## src/rtl/booth_pkg.sv

```systemverilog
// Shared types and helpers for the sequential radix-2 Booth multiplier.
package booth_pkg;

    typedef enum logic [1:0] {
        IDLE = 2'd0,
        RUN  = 2'd1,
        DONE = 2'd2
    } state_t;

    // Bits needed to hold an iteration count from iter down to 0.
    function automatic int cnt_w(input int iter);
        return $clog2(iter + 1);
    endfunction

endpackage

```

## src/rtl/booth_addsub_shift.sv

```systemverilog
// One radix-2 Booth step: conditional add/subtract of M into A, then an
// arithmetic right shift of {A,Q,q_m1} by one bit.
module booth_addsub_shift #(
    parameter int W = 16
) (
    input  logic [W:0]   a,
    input  logic [W-1:0] q,
    input  logic         q_m1,
    input  logic [W:0]   m,
    output logic [W:0]   a_next,
    output logic [W-1:0] q_next,
    output logic         q_m1_next
);

    logic [W:0] sum;

    always_comb begin
        sum = a;
        case ({q[0], q_m1})
            2'b01:   sum = a + m;
            2'b10:   sum = a - m;
            default: sum = a;
        endcase
    end

    assign a_next    = {sum[W], sum[W:1]};
    assign q_next    = {sum[0], q[W-1:1]};
    assign q_m1_next = q[0];

endmodule

```

## src/rtl/booth_mult_seq.sv

```systemverilog
// Sequential radix-2 Booth multiplier with start/done handshake, one iteration per clock.
// Optional macro BOOTH_UNSIGNED_EN adds a signed_op port selecting signed or unsigned operands.
module booth_mult_seq
    import booth_pkg::*;
#(
    parameter int WIDTH = 16
) (
    input  logic                 clk,
    input  logic                 rst,
    input  logic                 start,
`ifdef BOOTH_UNSIGNED_EN
    input  logic                 signed_op,
`endif
    input  logic [WIDTH-1:0]     multiplicand,
    input  logic [WIDTH-1:0]     multiplier,
    output logic                 busy,
    output logic                 done,
    output logic [2*WIDTH-1:0]   product
);

`ifdef BOOTH_UNSIGNED_EN
    // One guard bit lets unsigned operands be treated as non-negative signed values.
    localparam int QW = WIDTH + 1;
`else
    localparam int QW = WIDTH;
`endif
    localparam int AW   = QW + 1;
    localparam int ITER = QW;
    localparam int CW   = cnt_w(ITER);
    localparam int PA   = 2 * WIDTH - QW;

    state_t               state_reg;
    logic [AW-1:0]        a_reg;
    logic [AW-1:0]        m_reg;
    logic [QW-1:0]        q_reg;
    logic                 q_m1_reg;
    logic [CW-1:0]        count_reg;
    logic                 busy_reg;
    logic                 done_reg;
    logic [2*WIDTH-1:0]   product_reg;

    logic                 ext_sign;
    logic [AW-1:0]        m_load;
    logic [QW-1:0]        q_load;
    logic [AW-1:0]        a_next;
    logic [QW-1:0]        q_next;
    logic                 q_m1_next;

`ifdef BOOTH_UNSIGNED_EN
    assign ext_sign = signed_op;
    assign q_load   = {ext_sign & multiplier[WIDTH-1], multiplier};
`else
    assign ext_sign = 1'b1;
    assign q_load   = multiplier;
`endif
    assign m_load = {{(AW - WIDTH){ext_sign & multiplicand[WIDTH-1]}}, multiplicand};

    booth_addsub_shift #(
        .W(QW)
    ) u_step (
        .a         (a_reg),
        .q         (q_reg),
        .q_m1      (q_m1_reg),
        .m         (m_reg),
        .a_next    (a_next),
        .q_next    (q_next),
        .q_m1_next (q_m1_next)
    );

    always_ff @(posedge clk or posedge rst) begin
        if (rst) begin
            state_reg   <= IDLE;
            a_reg       <= '0;
            m_reg       <= '0;
            q_reg       <= '0;
            q_m1_reg    <= 1'b0;
            count_reg   <= '0;
            busy_reg    <= 1'b0;
            done_reg    <= 1'b0;
            product_reg <= '0;
        end else begin
            done_reg <= 1'b0;
            case (state_reg)
                IDLE: begin
                    if (start) begin
                        m_reg     <= m_load;
                        q_reg     <= q_load;
                        a_reg     <= '0;
                        q_m1_reg  <= 1'b0;
                        count_reg <= CW'(ITER);
                        busy_reg  <= 1'b1;
                        state_reg <= RUN;
                    end
                end
                RUN: begin
                    a_reg    <= a_next;
                    q_reg    <= q_next;
                    q_m1_reg <= q_m1_next;
                    if (count_reg != '0) begin
                        count_reg <= count_reg - CW'(1);
                    end
                    // Capture the product from the final step so it is valid with done.
                    if (count_reg == CW'(1)) begin
                        product_reg <= {a_next[PA-1:0], q_next};
                        done_reg    <= 1'b1;
                        state_reg   <= DONE;
                    end
                end
                DONE: begin
                    busy_reg  <= 1'b0;
                    state_reg <= IDLE;
                end
                default: begin
                    busy_reg  <= 1'b0;
                    state_reg <= IDLE;
                end
            endcase
        end
    end

    assign busy    = busy_reg;
    assign done    = done_reg;
    assign product = product_reg;

endmodule

```

## config.mk

```make
export PLATFORM = sky130hd
export DESIGN_NAME = booth_mult_seq
export DESIGN_NICKNAME = d
export VERILOG_FILES = /design/src/rtl/booth_pkg.sv /design/src/rtl/booth_addsub_shift.sv /design/src/rtl/booth_mult_seq.sv
export SDC_FILE = /design/constraint.sdc
export NUM_CORES = 1
export LEC_CHECK = 0
export CAP_MARGIN = 20
export CORE_MARGIN = 2
export CORE_UTILIZATION = 44
export DETAILED_ROUTE_END_ITERATION = 16
export GPL_TIMING_DRIVEN = 0
export HOLD_SLACK_MARGIN = 0.06
export PLACE_DENSITY_LB_ADDON = 0.3
export SLEW_MARGIN = 25
export SYNTH_ARGS = -nofsm -noshare
export SYNTH_HDL_FRONTEND = slang
export SYNTH_HIERARCHICAL = 1
export SYNTH_SLANG_ARGS = --single-unit
```

## constraint.sdc

```tcl
create_clock -name clk -period 3.4 [get_ports clk]
set_input_delay 0.68 -clock clk [delete_from_list [all_inputs] [get_ports clk]]
set_output_delay 0.68 -clock clk [all_outputs]
set_load 0.05 [all_outputs]
```

; ---- Yosys cells after proc, flatten, opt, wreduce, memory -nomap -nowiden
; Cells that the tools add are included.
[word_totals]
reg_bits = 91
in_bits = 35
output_inout_bits = 34
elab_cells = 46
[op_classes]
n_addsub = 3
eq_ne = 7
mux = 17
n_bitwise = 1
reduce_logical = 9
[ops]
columns = op, count
row1 = $pmux W17 S2, 2
row2 = $pmux W16 S2, 1
row3 = $add A17 B17 Y17, 1
row4 = $mux W17, 1
row5 = $sub A17 B17 Y17, 1
row6 = $mux W16, 1
row7 = $mux W5, 2
row8 = $pmux W5 S2, 1
row9 = $reduce_and A2 Y1, 5
row10 = $ne A2 B2 Y1 const B, 3
row11 = $eq A5 B1 Y1 const B, 1
row12 = $reduce_bool A5 Y1, 1
row13 = $sub A5 B1 Y5 const B, 1
row14 = $eq A2 B1 Y1 const B, 2
row15 = $mux W1, 4
row16 = $mux W2, 2
row17 = $pmux W1 S2, 2
row18 = $pmux W2 S2, 1
row19 = $reduce_and A3 Y1, 1
row20 = $eq A2 B2 Y1 const B, 1
row21 = $logic_not A2 Y1, 1
row22 = $reduce_bool A2 Y1, 1
row23 = $not A1 Y1, 1

; ---- Longest topological paths before layout
; Gate-level depths: netlist of the first run.
[depth]
ltp_word = 3
mapped_depth = 16
mapped_depth_nobuf = 15

; ---- By module
; Netlist of the first run, hierarchy kept.
[by_module_without_submodules]
columns = module, instances, cells_per_inst, area_per_inst_um2
row1 = booth_mult_seq, 1, 311, 3853.7
row2 = booth_addsub_shift, 1, 220, 1498.9

; ---- Worst setup path before layout of the first run
; OpenSTA, ideal clock, no wires.
[synth_timing]
path_kind = register to register
from = register m_reg[0]
to = register a_reg[16]
setup_time_ns = 0.066
arrival_time_ns = 3.659
required_ns = 3.334
path_slack_ns = -0.325
stages_incl_launch_ff = 17
synth_period_minus_slack_ns = 3.725
path_cell_list = dfrtp_1 > inv_1 > ha_1 > or4b_4 > nor4_1 > nor2_1 > xnor2_1 > ha_1 > o21ai_0 > nor2_1 > o41ai_1 > a211oi_1 > or4b_1 > nand4_1 > buf_4 > nand2_1 > nand2_1
[synth_between]
elab_chain_len = 3
elab_cells_between_ends = 4
classes_between = add/sub (2) / mux (2)
[synth_rtl]
columns = item, line_no
row1 = start: declaration, booth_mult_seq.sv:34  ; logic [AW-1:0] m_reg;
row2 = start signal: assignment, booth_mult_seq.sv:86  ; m_reg <= m_load;
row3 = $sub A17 B17 Y17 / $add A17 B17 Y17 (equally long branches), "booth_addsub_shift.sv:21, booth_addsub_shift.sv:20"
row4 = $pmux W17 S2 *, booth_addsub_shift.sv:19  ; case ({q[0], q_m1})
row5 = via a_next[15], booth_mult_seq.sv:45  ; logic [AW-1:0] a_next;
row6 = $pmux W17 S2 *, booth_mult_seq.sv:83  ; case (state_reg)
row7 = end signal: assignment, booth_mult_seq.sv:96  ; a_reg <= a_next;
row8 = end: declaration, booth_mult_seq.sv:33  ; logic [AW-1:0] a_reg;
; The timed path passes the listed nets; every way through them passes the cells marked *.
; A chain may end at the register's enable or synchronous reset.

; ---- Final worst setup path of the first run
[layout_timing]
from = register m_reg[0]
to = register product_reg[26], in the netlist product[26]
[layout_between]
elab_chain_len = 2
elab_cells_between_ends = 3
classes_between = add/sub (2) / mux (1)
[layout_rtl]
columns = item, line_no
row1 = $sub A17 B17 Y17 / $add A17 B17 Y17 (equally long branches), "booth_addsub_shift.sv:21, booth_addsub_shift.sv:20"
row2 = $pmux W17 S2 *, booth_addsub_shift.sv:19
row3 = via a_next[10], booth_mult_seq.sv:45
row4 = end signal: assignment, booth_mult_seq.sv:104  ; product_reg <= {a_next[PA-1:0], q_next};
row5 = end: declaration, booth_mult_seq.sv:40  ; logic [2*WIDTH-1:0] product_reg;
; Marked as above.

==> flow_summary.json, run 1 <==
{
  "initial_utilization": 0.447,
  "synth_edf_count": 0,
  "grt_max_degree": 57,
  "maxCapViolations": 0,
  "setup_viol": 11,
  "syn_nets": 587,
  "wl_um": 13300,
  "fmax_mhz": 269,
  "synth-seq-cells": 91,
  "holdBufCountCts": 0,
  "fill_cells": 998,
  "cp.arrival_ps": 3950,
  "yosysSeqAreaShare": 0.425,
  "firstDrtPassIters": 4,
  "wl_per_cell_um": 17.0,
  "hold_path.class": "flip-flop to flip-flop",
  "antenna_found_initial": 0,
  "grt_setup_unrepaired": "true",
  "crit_family": "simple AND/OR/NAND/NOR gates",
  "async_reset_ff_frac": 1.00,
  "post-route-util": 0.580,
  "violations": "negative setup slack",
  "core_area_um2": 12000,
  "fp.dieH_um": 114,
  "fin_crit_ps": 3710,
  "cts_root_buf": "clkbuf_16",
  "cts_made_buffers": 9,
  "grt_pass1_vias": 4230,
  "synth.area.top_cells": "dfrtp_1 43%, mux2_2 7.2%, ha_1 4.7%",
  "synth_most_common_cell": "dfrtp_1",
  "via_per_inst": 5.46,
  "hpwl_um": 8840,
  "io_pins": 69,
  "cp_cell_sequence": "inv_2 > ha_4 > or4b_4 > nor4_4 > nor2_1 > xnor2_1 > ha_1 > buf_6 > a21o_1 > a221oi_2 > a21boi_1 > or3_1 > a31o_2 > mux2_4",
  "h-tree-depth": 3,
  "syn_to_final_growth_pct": 29.5,
  "cts.path.max_buffers": 2,
  "fin_ws_ps": -314,
  "clk_latency_ps": 360,
  "path_buf_inv": 2,
  "die_w_um": 114,
  "gr-usage-met1": 0.264,
  "clock_sinks": 91,
  "crit_type": "flip-flop to flip-flop",
  "largest_reg_flops": 32,
  "drive_above_1_share": 0.256,
  "die-area_um2": 13100,
  "grt_use_met2": 0.337,
  "place.gp.congestion": 0.894,
  "via_count": 4284,
  "ys_warn_count": 6,
  "grt_overflow_total": 0,
  "clk_pin_slew_ps": 70,
  "busiest_layer": "met2",
  "fin_crit_sh": 1.09,
  "port_buffers": 68,
  "core.rowCount": 40,
  "drtAntennaViolNets": 0,
  "ys.flop_type": "dfrtp_1",
  "cp-start-kind": "flip-flop",
  "end_kind": "flip-flop",
  "status": "complete, but fails checks",
  "diodes": 0,
  "finalHoldViolCount": 0,
  "syn-cell-area_um2": 5350,
  "syn_area_per_cell_um2": 10.1,
  "worstPathMaxFanout": 4,
  "slew_headroom": 0.568,
  "syn_inst": 531,
  "grtUsageTotal": 0.208,
  "cpMaxStageDelayCell": "or4b_4",
  "skew_ps": 13.3,
  "drc": 0,
  "synth_common_cells": "91 x dfrtp_1, 58 x nand2_1, 41 x o21ai_0, 34 x mux2_2, 32 x a21oi_1",
  "cpPeakStageDelay_ps": 490,
  "grt_use_met3": 0.0519,
  "worst_slew_pin_slew_ps": 648,
  "cts_tree": "yes",
  "required_ps": 3640,
  "nNetsFinal": 688,
  "synth.distinct_cells": 62,
  "drv_slew": 0,
  "grt_pass1_wl_um": 21200,
  "yosys.area.top_type": "dfrtp_1",
  "drt_iter0_drc": 178,
  "synth.top_cell.area_share": 0.425
}
-- layer usage --
metal / vias up / share of wire
li1: 2071 / -
met5: - / 0
met4: 0 / 0.031
met3: 21 / 0.049
met1: 2076 / 0.44
met2: 116 / 0.48
-- worst paths after layout --
kind                            depth (start not counted)                    start                       to  slack (ps)
worst max-delay path                                   14     m_reg[0]$_DFFE_PP0P_  product[26]$_DFFE_PP0P_        -310
worst min-delay path                                    1  product[24]$_DFFE_PP0P_  product[24]$_DFFE_PP0P_         500
worst max register to register                         14     m_reg[0]$_DFFE_PP0P_  product[26]$_DFFE_PP0P_        -310
worst min register to register                          1  product[24]$_DFFE_PP0P_  product[24]$_DFFE_PP0P_         500
max in group asynchronous                               3                      rst     m_reg[2]$_DFFE_PP0P_        2100
min in group asynchronous                               2                      rst    q_reg[13]$_DFFE_PP0P_         680
-- through the flow --
step	hold slack, ps	std cells	TNS (ps)	worst slack, ps	cell area (um^2)
after detailed placement	492	747	-3330	-500	6280
after CTS	506	775	-1500	-303	6760
after floorplan	466	531	-22.0	-22.0	5390
after global placement	487	746	-105280	-1130	6250
final	503	784	-1960	-314	6930
after global routing	520	784	-3500	-436	6930
-- logic make-up after synthesis --
family / share of synthesized area
simple gates: 0.153
fa+ha+maj: 0.0505
buf+inv: 0.0631
xor+xnor: 0.0360
mux: 0.126
compound gates: 0.146
flops: 0.425
-- worst reg2reg max path, delay by kind of cell (launching register included) --
kind / cells / cell delay [ps]
buffers and inverters: 2 / 220
AO/OA/AOI/OAI: 4 / 880
XOR/XNOR: 1 / 210
multiplexers: 1 / 260
adder cells (fa/ha/maj): 2 / 450
AND/OR/NAND/NOR: 4 / 1160
flip-flops: 1 / 410
-- area by class of cell --
class / instances / area (um^2) / share of cell area
Inverter: 16 / 65.1 / 0.00938
Buffer: 42 / 282 / 0.0406
Clock inverter: 5 / 62.6 / 0.00902
Timing Repair Buffer: 90 / 873 / 0.126
Multi-Input combinational cell: 382 / 2960 / 0.426
Tap cell: 147 / 184 / 0.0265
Sequential cell: 91 / 2280 / 0.329
Clock buffer: 11 / 233 / 0.0336
-- placed cells by master, fill, tap and decap left out, types with 3 or more instances in the layout --
| cell type | Yosys | final |
|---|---|---|
| clkdlybuf4s50_1 | 0 | 68 |
| o21bai_1 | 4 | 4 |
| buf_2 | 3 | 3 |
| and2b_1 | 6 | 6 |
| o21a_1 | 3 | 3 |
| o21ai_1 | 1 | 3 |
| ha_1 | 20 | 16 |
| mux2_2 | 34 | 31 |
| nand3_1 | 21 | 19 |
| o21ai_2 | 1 | 3 |
| o21ai_0 | 41 | 37 |
| buf_6 | 7 | 9 |
| xnor2_1 | 21 | 19 |
| ha_4 | 0 | 3 |
| a22oi_1 | 17 | 17 |
| nor2_2 | 0 | 4 |
| inv_1 | 16 | 13 |
| nand2_2 | 1 | 4 |
| dfrtp_1 | 91 | 89 |
| nand2b_1 | 5 | 5 |
| buf_4 | 17 | 36 |
| clkbuf_16 | 0 | 9 |
| nand2_1 | 58 | 55 |
| clkbuf_1 | 14 | 15 |
| nor3_1 | 4 | 4 |
| mux2i_1 | 5 | 4 |
| mux2_4 | 16 | 19 |
| a21oi_1 | 32 | 31 |
| or3_1 | 4 | 4 |
| a21o_1 | 4 | 4 |
| nor2_1 | 22 | 18 |
| nor2b_1 | 14 | 14 |
| nand4_1 | 3 | 3 |
-- timing repair --
action | 4_1_cts | 5_1_grt
pin swaps | 16 | 21
setup buffers | 12 | 10
gates resized for setup | 23 | 28
setup endpoints to repair | 17 | 16
Power of run 1 is not shown: default switching activity piles up to over one toggle a cycle in this logic, so the estimate is an artifact.
==> run 2, diff against run 1 <==
--- a/config.mk
+++ b/config.mk
@@ -5,6 +5,7 @@
 export SDC_FILE = /design/constraint.sdc
 export NUM_CORES = 1
 export LEC_CHECK = 0
+export ABC_AREA = 1
 export CAP_MARGIN = 20
 export CORE_MARGIN = 2
 export CORE_UTILIZATION = 44
==> run 2 against run 1 <==
The run now ends clean. Clock skew shrank 5.5 ps. Critical path depth rose by 5. Critical path type unchanged. Synthesized area grew 1.0%. Non-clock buffer count decreased by 22. Critical endpoint is now a_reg[16]$_DFFE_PP0P_. Register-to-register slack improved by 560 ps. Cell area shrank 4.7%.
==> flow_summary.json, run 2 <==
{
  "hpwl_um": 9920,
  "h-tree-depth": 3,
  "yosys.area.top_type": "dfrtp_1",
  "drt_iter0_drc": 181,
  "hp-start": "m_reg[1]$_DFFE_PP0P_",
  "grt_pass1_vias": 4776,
  "finalHoldViolCount": 0,
  "synth.top_cell.area_share": 0.421,
  "synth-seq-cells": 91,
  "drv_slew": 0,
  "synth_common_cells": "209 x nand2_1, 91 x dfrtp_1, 82 x inv_1, 57 x nand3_1, 41 x nor2_1",
  "nNetsFinal": 832,
  "cts.repair.resized": 0,
  "grtUsageTotal": 0.219,
  "cp-start-kind": "flip-flop",
  "drtAntennaViolNets": 0,
  "worstPathMaxFanout": 10,
  "via_count": 4713,
  "post_cts_buffers": 0,
  "syn_nets": 753,
  "final_common_cell": "nand2_1",
  "fin_crit_sh": 0.927,
  "grt_setup_unrepaired": "false",
  "place.gp.congestion": 0.846,
  "syn-cell-area_um2": 5410,
  "antenna_found_initial": 0,
  "clk_latency_ps": 350,
  "ys.flop_type": "dfrtp_1",
  "core.rowCount": 40,
  "cts_tree": "yes",
  "ff2ff_path_depth": 19,
  "layout_common_cells": "209 x nand2_1, 91 x dfrtp_1, 81 x inv_1, 67 x clkdlybuf4s50_1, 57 x nand3_1",
  "worst_slew_pin_slew_ps": 569,
  "post-route-util": 0.550,
  "r2r_setup_slack_ps": 250,
  "holdBufCountCts": 0,
  "fin_cells": 928,
  "largest_reg_flops": 32,
  "maxCapViolations": 0,
  "cts_made_buffers": 9,
  "clock_sinks": 91,
  "yosysSeqAreaShare": 0.421,
  "synth.distinct_cells": 37,
  "die_w_um": 115,
  "grt_pass1_wl_um": 22700,
  "skew_ps": 7.78,
  "syn_area_per_cell_um2": 7.76,
  "via_per_inst": 5.08,
  "cp.arrival_ps": 3390,
  "grt_max_degree": 66,
  "core_area_um2": 12000,
  "async_reset_ff_frac": 1.00,
  "hold_path.class": "flip-flop to flip-flop",
  "crit_type": "flip-flop to flip-flop",
  "clk_pin_slew_ps": 70,
  "fp.dieH_um": 115,
  "end_kind": "flip-flop",
  "io_pins": 69,
  "dp_cells": 912,
  "initial_utilization": 0.450,
  "die-area_um2": 13200,
  "drive_above_1_share": 0.108,
  "fmax_mhz": 317,
  "ys_warn_count": 6,
  "drc": 0,
  "grt_overflow_total": 0,
  "firstDrtPassIters": 4,
  "syn_to_final_growth_pct": 22.2,
  "reg2reg_to": "a_reg[16]$_DFFE_PP0P_",
  "port_buffers": 67,
  "status": "finished, final reports clean",
  "hold_depth": 2,
  "cts_root_buf": "clkbuf_16",
  "synth_most_common_cell": "nand2_1",
  "fill_cells": 1134,
  "syn_inst": 697,
  "wl_um": 13200,
  "min_to": "m_reg[1]$_DFFE_PP0P_",
  "diodes": 0,
  "required_ps": 3640,
  "synth_edf_count": 0,
  "fin_crit_ps": 3150,
  "slew_headroom": 0.621,
  "synth.area.top_cells": "dfrtp_1 42%, nand2_1 15%, inv_1 5.7%",
  "setup_viol": 0,
  "worst_r2r_startpoint": "q_m1_reg$_DFFE_PP0P_",
  "cts.path.max_buffers": 2,
  "wl_per_cell_um": 14.2
}
run 2: per-stage QoR:
stage	hold slack, ps	worst slack (ps)	TNS [ps]	area (um^2)
2_1_floorplan	442	356	0	5410
3_3_place_gp	468	-1070	-96810	6260
3_5_place_dp	465	223	0	6290
4_1_cts	482	216	0	6600
5_1_grt	512	5.27	0	6610
6_report	475	247	0	6610
run 2: cells by family (layout without fill, tap and decap cells):
logic type	count (synthesis)	after routing	synth area share
buf+inv	127	211	0.111
compound gates	110	110	0.136
flops	91	91	0.421
simple gates	334	334	0.259
xor+xnor	14	14	0.0227
fa+ha+maj	21	21	0.0500
run 2: worst max-delay path by stage:
| stage | start | end | slack (ps) | cells after the start |
|---|---|---|---|---|
| CTS | q_m1_reg$_DFFE_PP0P_ | a_reg[16]$_DFFE_PP0P_ | 220 | 19 |
| global route | m_reg[1]$_DFFE_PP0P_ | a_reg[16]$_DFFE_PP0P_ | 5 | 22 |
| floorplan | rst | a_reg[0]$_DFFE_PP0P_ | 360 | 1 |
| finish | q_m1_reg$_DFFE_PP0P_ | a_reg[16]$_DFFE_PP0P_ | 250 | 19 |
| detailed placement | q_m1_reg$_DFFE_PP0P_ | a_reg[16]$_DFFE_PP0P_ | 220 | 19 |
| global placement | rst | a_reg[5]$_DFFE_PP0P_ | -1070 | 2 |
run 2: routing by layer:
metal	vias to the layer above	global-route usage	share of wire
li1	2369	-	-
met1	2222	0.293	0.47
met2	106	0.358	0.47
met3	16	0.0311	0.037
met4	0	0.0908	0.018
met5	-	0	0
run 2: final cells by class:
type	instances	area, um^2	share of cell area
Multi-Input combinational cell	479	2530	0.383
Sequential cell	91	2280	0.345
Timing Repair Buffer	68	698	0.106
Inverter	85	328	0.0496
Buffer	42	280	0.0424
Clock buffer	10	239	0.0362
Tap cell	147	184	0.0278
Clock inverter	6	68.8	0.0104
run 2: worst max-delay path: stages, from the launching register on:
cell and delay (ps):
dfrtp_1 380, inv_1 60, ha_1 120, buf_2 220, clkinvlp_4 220, o31ai_1 120
xor2_1 260, ha_1 320, nand2_1 170, inv_1 70, a21oi_1 150, nand2_1 110
nand2_1 80, nand2_1 80, nand3_1 100, nand3_1 80, nand2_1 70, nand2_1 90
buf_4 140, a22o_1 220
Power of run 2 is left out for the same reason.
